$ cat config.mk
export PLATFORM = sky130hd
export DESIGN_NAME = score_bcd_converter
export DESIGN_NICKNAME = d
export VERILOG_FILES = /design/src/rtl/score_bcd_converter.sv
export SDC_FILE = /design/constraint.sdc
export NUM_CORES = 1
export LEC_CHECK = 0
export ABC_AREA = 1
export CAP_MARGIN = 10
export CORE_MARGIN = 2
export CORE_UTILIZATION = 60
export CTS_BUF_LIST = sky130_fd_sc_hd__clkbuf_8
export DETAILED_ROUTE_END_ITERATION = 16
export PLACE_DENSITY = 0.86
export SETUP_SLACK_MARGIN = 0.05
export SLEW_MARGIN = 20
export SYNTH_ARGS = -nofsm -noshare
export SYNTH_HDL_FRONTEND = slang
export SYNTH_SLANG_ARGS = --single-unit
$ cat constraint.sdc
create_clock -name clk -period 3.7 [get_ports clk]
set_input_delay 1.11 -clock clk [delete_from_list [all_inputs] [get_ports clk]]
set_output_delay 1.11 -clock clk [all_outputs]
set_load 0.1 [all_outputs]
$ cat src/rtl/score_bcd_converter.sv
`default_nettype none
// ============================================================================
// Module      : score_bcd_converter
// Description : Sequential binary-to-packed-BCD converter feeding the 4-digit
//               seven-segment driver. Iterative double-dabble, one input bit
//               per clock. The last completed result is held on bcd_out, so
//               the display never sees a partial conversion. Inputs above
//               SAT_VALUE are clamped to SAT_VALUE and flagged on overflow.
//               Optional macro LEADING_ZERO_BLANK_EN replaces leading zero
//               digits (thousands..tens) with 4'hF, which the display blanks.
// Revision    : 1.0 - initial release
// ============================================================================
module score_bcd_converter #(
    parameter int BIN_W     = 14,
    parameter int SAT_VALUE = 9999
) (
    input  logic             clk,
    input  logic             rst,
    input  logic             start,
    input  logic [BIN_W-1:0] bin_in,
    output logic             busy,
    output logic             done,
    output logic [15:0]      bcd_out,
    output logic             overflow
);

    // ------------------------------------------------------------------------
    // Constants
    // ------------------------------------------------------------------------
    localparam int               c_SR_W    = 16 + BIN_W;      // {bcd, bin}
    localparam int               c_CNT_W   = $clog2(BIN_W);
    localparam logic [c_CNT_W-1:0] c_LAST  = c_CNT_W'(BIN_W - 1);
    localparam logic [BIN_W-1:0] c_SAT     = BIN_W'(SAT_VALUE);

    localparam logic [1:0] c_ST_IDLE  = 2'd0;
    localparam logic [1:0] c_ST_SHIFT = 2'd1;
    localparam logic [1:0] c_ST_DONE  = 2'd2;

    // ------------------------------------------------------------------------
    // Registers and wires
    // ------------------------------------------------------------------------
    logic [1:0]         r_state;
    logic [1:0]         w_state_nxt;
    logic [c_SR_W-1:0]  r_shift;
    logic [c_CNT_W-1:0] r_cnt;
    logic               r_ovf_pend;
    logic               r_busy;
    logic               r_done;
    logic [15:0]        r_bcd_out;
    logic               r_overflow;

    logic               w_ovf;
    logic [BIN_W-1:0]   w_operand;
    logic [15:0]        w_bcd_adj;
    logic [c_SR_W-1:0]  w_shift_adj;

    // Clamp out-of-range scores before conversion.
    assign w_ovf     = (bin_in > c_SAT);
    assign w_operand = w_ovf ? c_SAT : bin_in;

    // Double-dabble correction: each BCD digit >= 5 gets +3 before the shift,
    // so the shift carries it correctly into the next decimal digit.
    genvar gi;
    generate
        for (gi = 0; gi < 4; gi++) begin : g_nibble
            logic [3:0] w_dig;
            assign w_dig = r_shift[BIN_W + 4*gi +: 4];
            assign w_bcd_adj[4*gi +: 4] = (w_dig >= 4'd5) ? (w_dig + 4'd3) : w_dig;
        end
    endgenerate

    assign w_shift_adj = {w_bcd_adj, r_shift[BIN_W-1:0]};

    // Optional leading-zero blanking; the units digit is always shown.
    function automatic logic [15:0] f_format(input logic [15:0] b);
        logic [15:0] v_res;
        v_res = b;
`ifdef LEADING_ZERO_BLANK_EN
        if (b[15:12] == 4'h0) begin
            v_res[15:12] = 4'hF;
            if (b[11:8] == 4'h0) begin
                v_res[11:8] = 4'hF;
                if (b[7:4] == 4'h0) begin
                    v_res[7:4] = 4'hF;
                end
            end
        end
`endif
        return v_res;
    endfunction

    // ------------------------------------------------------------------------
    // FSM state register
    // ------------------------------------------------------------------------
    always_ff @(posedge clk) begin
        if (rst) begin
            r_state <= c_ST_IDLE;
        end else begin
            r_state <= w_state_nxt;
        end
    end

    // FSM next-state logic: accept in IDLE, BIN_W shift steps, one DONE cycle.
    always_comb begin
        w_state_nxt = r_state;
        case (r_state)
            c_ST_IDLE:  if (start) w_state_nxt = c_ST_SHIFT;
            c_ST_SHIFT: if (r_cnt == c_LAST) w_state_nxt = c_ST_DONE;
            c_ST_DONE:  w_state_nxt = c_ST_IDLE;
            default:    w_state_nxt = c_ST_IDLE;
        endcase
    end

    // Datapath: latch operand, iterate the shift register, publish result.
    always_ff @(posedge clk) begin
        if (rst) begin
            r_shift    <= '0;
            r_cnt      <= '0;
            r_ovf_pend <= 1'b0;
            r_busy     <= 1'b0;
            r_done     <= 1'b0;
            r_bcd_out  <= 16'h0000;
            r_overflow <= 1'b0;
        end else begin
            r_done <= 1'b0;
            case (r_state)
                c_ST_IDLE: begin
                    if (start) begin
                        r_shift    <= {16'h0000, w_operand};
                        r_ovf_pend <= w_ovf;
                        r_cnt      <= '0;
                        r_busy     <= 1'b1;
                    end
                end
                c_ST_SHIFT: begin
                    r_shift <= w_shift_adj << 1;
                    r_cnt   <= r_cnt + c_CNT_W'(1);
                end
                c_ST_DONE: begin
                    r_bcd_out  <= f_format(r_shift[BIN_W +: 16]);
                    r_overflow <= r_ovf_pend;
                    r_done     <= 1'b1;
                    r_busy     <= 1'b0;
                end
                default: begin
                    r_busy <= 1'b0;
                end
            endcase
        end
    end

    assign busy     = r_busy;
    assign done     = r_done;
    assign bcd_out  = r_bcd_out;
    assign overflow = r_overflow;

endmodule
`default_nettype wire

======== Word-level counts from Yosys, hierarchy flattened ========
Index checks and enable logic that the tools add are counted.
cells by class
  add/subtract/negate cells ............... 5
  bitwise logic cells ..................... 1
  equality and inequality tests ........... 5
  reduce and logical (&&, ||, !) cells .... 6
  muxes and demuxes ....................... 15
  magnitude comparators ................... 5
operators by type and width
  kind                                                                    number
  30-bit case mux with 2 select lines                                     1
  30-bit 2-to-1 mux                                                       1
  4-bit by 3-bit >= comparator with 1-bit output (second input constant)  4
  4-bit 2-to-1 mux                                                        4
  14-bit greater-than comparator (second input constant)                  1
  14-bit 2-to-1 mux                                                       1
  4-bit by 2-bit adder with 4-bit output (second input constant)          3
  4-bit case mux with 2 select lines                                      1
  2-bit AND reduction                                                     4
  4-bit by 1-bit adder with 4-bit output (second input constant)          1
  4-bit == test (second input constant)                                   1
  2-bit 2-to-1 mux                                                        2
  2-bit inequality test (second input constant)                           2
  2-bit case mux with 2 select lines                                      1
  3-bit by 2-bit adder with 3-bit output (second input constant)          1
  3-bit 2-to-1 mux                                                        1
  2-bit by 1-bit == test with 1-bit output (second input constant)        1
  2-bit == test (second input constant)                                   1
  2-bit zero test                                                         1
  1-bit 2-to-1 mux                                                        2
  1-bit case mux with 2 select lines                                      1
  2-bit nonzero test                                                      1
  1-bit inverter                                                          1
storage, ports and cells
  bits of input ports ..................... 17
  bits in registers ....................... 56
  output and inout bits ................... 19

======== Depth between registers and ports, before layout ========
  depth after elaboration ................. 4
  depth in mapped cells ................... 10
  gate-level depth less buffers ........... 9

======== Least setup slack after synthesis ========
Ideal clock, no wire load.
  path type ............................... register to output
  from .................................... reg r_busy (netlist: busy)
  to ...................................... out busy
  arrival ................................. 925 ps
  slack ................................... 1665 ps
  stages on the path, launching flop included .. 1
  path buffers ............................ 0
  data required time ...................... 2590 ps
  cell sequence ........................... dfxtp_1
RTL lines
  item                    line  source
  from (decl)             47    logic r_busy;
  from (signal assigned)  120   r_busy <= 1'b0;
  from (signal assigned)  132   r_busy <= 1'b1;
  from (signal assigned)  143   r_busy <= 1'b0;
  to (decl)               21    output logic busy,
No word-level cell between the ends.

==> load_flow_metrics.sql <==
INSERT INTO impl_metrics (metric_group, metric, value, unit) VALUES
('power_and_ir_drop', 'ir_worst_vdd', '0.213', 'mV'),
('sta', 'report.final.slew_viol_count', '0', ''),
('clock_network', 'clock_latency_of_the_later_clocked_register_in_the_worst_skew_pair', '0.31', 'ns'),
('global_route', 'initial_antenna_violation_count', '0', ''),
('floorplan', 'core_area', '0.00429', 'sq mm'),
('setup_path', 'flop2flop_setup_slack', '1.67', 'ns'),
('clock_network', 'tritoncts', 'yes', ''),
('global_route', 'gr-usage-all-layers', '24.1', '%'),
('sta', 'timing.final.hold_violations', '0', ''),
('routing', 'average_via_count_per_standard_cell', '5.65', ''),
('hold_path', 'min_delay_worst_endpoint', 'r_shift[0]', ''),
('sta', 'setup_violations', '0', ''),
('sta', 'final_min_period_over_clock_period', '63.4', '%'),
('clock_network', 'num_cts_buffers', '5', ''),
('sta', 'rsz_0062_raised_after_global_routing', 'no', ''),
('setup_path', 'critPathSlowestCell', 'sky130_fd_sc_hd__inv_1', ''),
('floorplan', 'vertical_extent_of_the_die', '70.1', 'um'),
('synthesis', 'ys.warnings.count', '0', ''),
('finish', 'finalNonFillerCells', '409', ''),
('place', 'placed_cells_incl_taps', '402', ''),
('power_and_ir_drop', 'pwr_density_cell', '374', 'mW/mm^2'),
('power_and_ir_drop', 'power.total', '1.11', 'mW'),
('place', 'buffer_ports.inserted', '35', ''),
('sta', 'timing.max_slew.rel_slack', '41.2', '%'),
('routing', 'drt_pre_antenna_iters', '4', ''),
('setup_path', 'worst_setup_path_start_kind', 'input port', ''),
('sta', 'fmaxAchievable', '0.426', 'GHz'),
('sta', 'timing_worst_slew_pin_value', '0.881', 'ns'),
('routing', 'vias', '2312', ''),
('outcome', 'outcome', 'completed', ''),
('job', 'timing.max_cap.violations', '0', ''),
('floorplan', 'floorplan.die_area', '0.00491', 'sq mm'),
('routing', 'drt.antenna.violating_nets', '0', ''),
('finish', 'layout-drive-gt1-share', '12.9', '%'),
('clock_network', 'hold_buffers', '0', ''),
('global_route', 'grt_pass1_vias', '2212', ''),
('routing', 'drcViolationCount', '0', ''),
('clock_network', 'htreeDepth', '2', ''),
('setup_path', 'worst-setup-path-type', 'in2reg', ''),
('synthesis', 'synth.ff_latch_count', '56', ''),
('clock_network', 'tritoncts_num_sinks', '56', ''),
('synthesis', 'synth_cells', '332', ''),
('clock_network', 'clockBufferDepth', '2', ''),
('place', 'place_congestion', '0.819', ''),
('setup_path', 'critical_path.max_stage_delay', '0.65', 'ns'),
('setup_path', 'worstReg2RegStart', 'r_state[0]', ''),
('synthesis', 'synthesis.area', '0.00262', 'sq mm'),
('global_route', 'grt_first_pass_wirelength', '9600', 'um'),
('finish', 'antenna_cells_inserted', '0', ''),
('clock_network', 'cts.reportedPaths.clkPinSlew', '0.09', 'ns'),
('synthesis', 'netlist-cell-type-count', '31', ''),
('setup_path', 'end_kind', 'register', ''),
('power_and_ir_drop', 'p_leak', '1.21', 'nW'),
('setup_path', 'reg2reg_depth', '9', ''),
('setup_path', 'required_time_of_the_worst_setup_path', '3.94', 'ns'),
('setup_path', 'critical_path_arrival', '2.59', 'ns'),
('global_route', 'global_route_total_overflow', '0', ''),
('finish', 'flow.area_growth_from_synthesis', '13.6', '%'),
('hold_path', 'worst_hold_startpoint', 'r_shift[0]', ''),
('setup_path', 'endpoint_of_the_most_critical_register_to_register_path', 'r_shift[11]', ''),
('hold_path', 'hold_path_depth', '2', ''),
('sta', 'min_clock_period_post_route', '2.35', 'ns'),
('setup_path', 'critical_path.cell_chain', 'clkdlybuf4s50_1 -> inv_1 -> o221ai_1 -> a21oi_1', ''),
('clock_network', 'cts.root.buffer_cell', 'sky130_fd_sc_hd__clkbuf_8', ''),
('floorplan', 'die_w', '70.1', 'um'),
('floorplan', 'start_util', '61.0', '%'),
('finish', 'final_design_area_no_fill', '0.00298', 'sq mm'),
('sta', 'timing.setup.tns', '0', 'ns'),
('routing', 'drtIter0Drc', '127', ''),
('place', 'placed_area', '0.00288', 'sq mm'),
('floorplan', 'floorplan.io_pins', '36', '');
cells by family after synthesis:
group	after synthesis	share of synthesized area, %
buffers and inverters	51	9.55
AOI/OAI and AO/OA	95	20.9
DFF	56	42.8
xor gates and xnor gates	3	1.00
and+or+nand+nor	117	21.0
adders and majority gates	10	4.77
Yosys cell counts:
| master | number | share of area [%] |
|---|---|---|
| sky130_fd_sc_hd__o211ai_2 | 1 | 0.48 |
| sky130_fd_sc_hd__a21oi_1 | 47 | 9.0 |
| sky130_fd_sc_hd__nand4_1 | 5 | 1.2 |
| sky130_fd_sc_hd__or2_2 | 5 | 1.2 |
| sky130_fd_sc_hd__or2_1 | 1 | 0.24 |
| sky130_fd_sc_hd__o32ai_1 | 2 | 0.67 |
| sky130_fd_sc_hd__ha_1 | 10 | 4.8 |
| sky130_fd_sc_hd__nand3b_1 | 4 | 1.1 |
| sky130_fd_sc_hd__nor2_2 | 1 | 0.24 |
| sky130_fd_sc_hd__o221ai_1 | 1 | 0.33 |
| sky130_fd_sc_hd__inv_2 | 2 | 0.29 |
| sky130_fd_sc_hd__nor2_1 | 17 | 2.4 |
| sky130_fd_sc_hd__buf_2 | 7 | 1.3 |
| sky130_fd_sc_hd__nand2_8 | 1 | 0.76 |
| sky130_fd_sc_hd__o21ai_0 | 25 | 4.8 |
| sky130_fd_sc_hd__nand3_1 | 16 | 3.1 |
| sky130_fd_sc_hd__nor2_4 | 1 | 0.43 |
| sky130_fd_sc_hd__o21ai_1 | 4 | 0.76 |
| sky130_fd_sc_hd__clkbuf_1 | 5 | 0.72 |
| sky130_fd_sc_hd__nand3_4 | 1 | 0.67 |
| sky130_fd_sc_hd__nand2_1 | 58 | 8.3 |
| sky130_fd_sc_hd__nor3_1 | 7 | 1.3 |
| sky130_fd_sc_hd__inv_4 | 2 | 0.48 |
| sky130_fd_sc_hd__o21a_1 | 3 | 0.86 |
| sky130_fd_sc_hd__xor2_1 | 3 | 1.0 |
| sky130_fd_sc_hd__o211ai_1 | 7 | 2.0 |
| sky130_fd_sc_hd__inv_1 | 29 | 4.2 |
| sky130_fd_sc_hd__a21boi_2 | 4 | 1.7 |
| sky130_fd_sc_hd__a21oi_2 | 1 | 0.33 |
| sky130_fd_sc_hd__dfxtp_1 | 56 | 43 |
| sky130_fd_sc_hd__buf_6 | 6 | 2.6 |
worst max-delay path by stage:
stage	startpoint	to	cells past startpoint
after CTS	rst	r_shift[13]	4
after global routing	rst	bcd_out[0]	4
after global placement	rst	r_shift[13]	4
after floorplan	busy	busy	0
after detailed placement	rst	r_shift[13]	4
final	rst	r_shift[13]	4
layer usage:
layer	GRT usage [%]	vias up	part of all wire (%)
li1	-	1159	-
met1	30.5	1102	46
met2	40.1	43	50
met3	5.05	8	3.4
met4	9.62	0	1.3
met5	0	-	0
registers in the layout (all words and copies together), names as in the netlist:
register and flops:
r_ovf_pend 1, done 1, r_cnt 4, bcd_out 16, r_state 2, r_shift 30, overflow 1, busy 1
layout make-up:
class                   count  area [sq um]  share of cell area (%)
inverters                  33           129                    4.33
flip-flops and latches     56          1120                    37.7
multi-input cells         225          1250                    42.2
well taps                  52          65.1                    2.19
clock buffers               7          96.3                    3.24
repair buffers             36           310                    10.4
through the flow:
| stage | setup slack [ns] | hold slack, ns |
|---|---|---|
| global route | 1.17 | 0.503 |
| CTS | 1.34 | 0.474 |
| finish | 1.35 | 0.474 |
| detailed placement | 1.03 | 0.461 |
| global placement | 1.06 | 0.451 |
| floorplan | 1.67 | 0.430 |
worst max-delay path, delay by kind of cell:
kind | cells | cell delay [ns]
compound gates | 2 | 0.41
buf+inv | 2 | 1.07
report_power, final:
group	leakage [nW]	total, mW	switching [mW]	internal, mW
combinational	0.701	0.128	0.0797	0.0480
clock	0.0503	0.352	0.185	0.167
sequential	0.455	0.633	0.0123	0.621
total	1.21	1.11	0.277	0.836
Power figures use the tool's default switching activity.
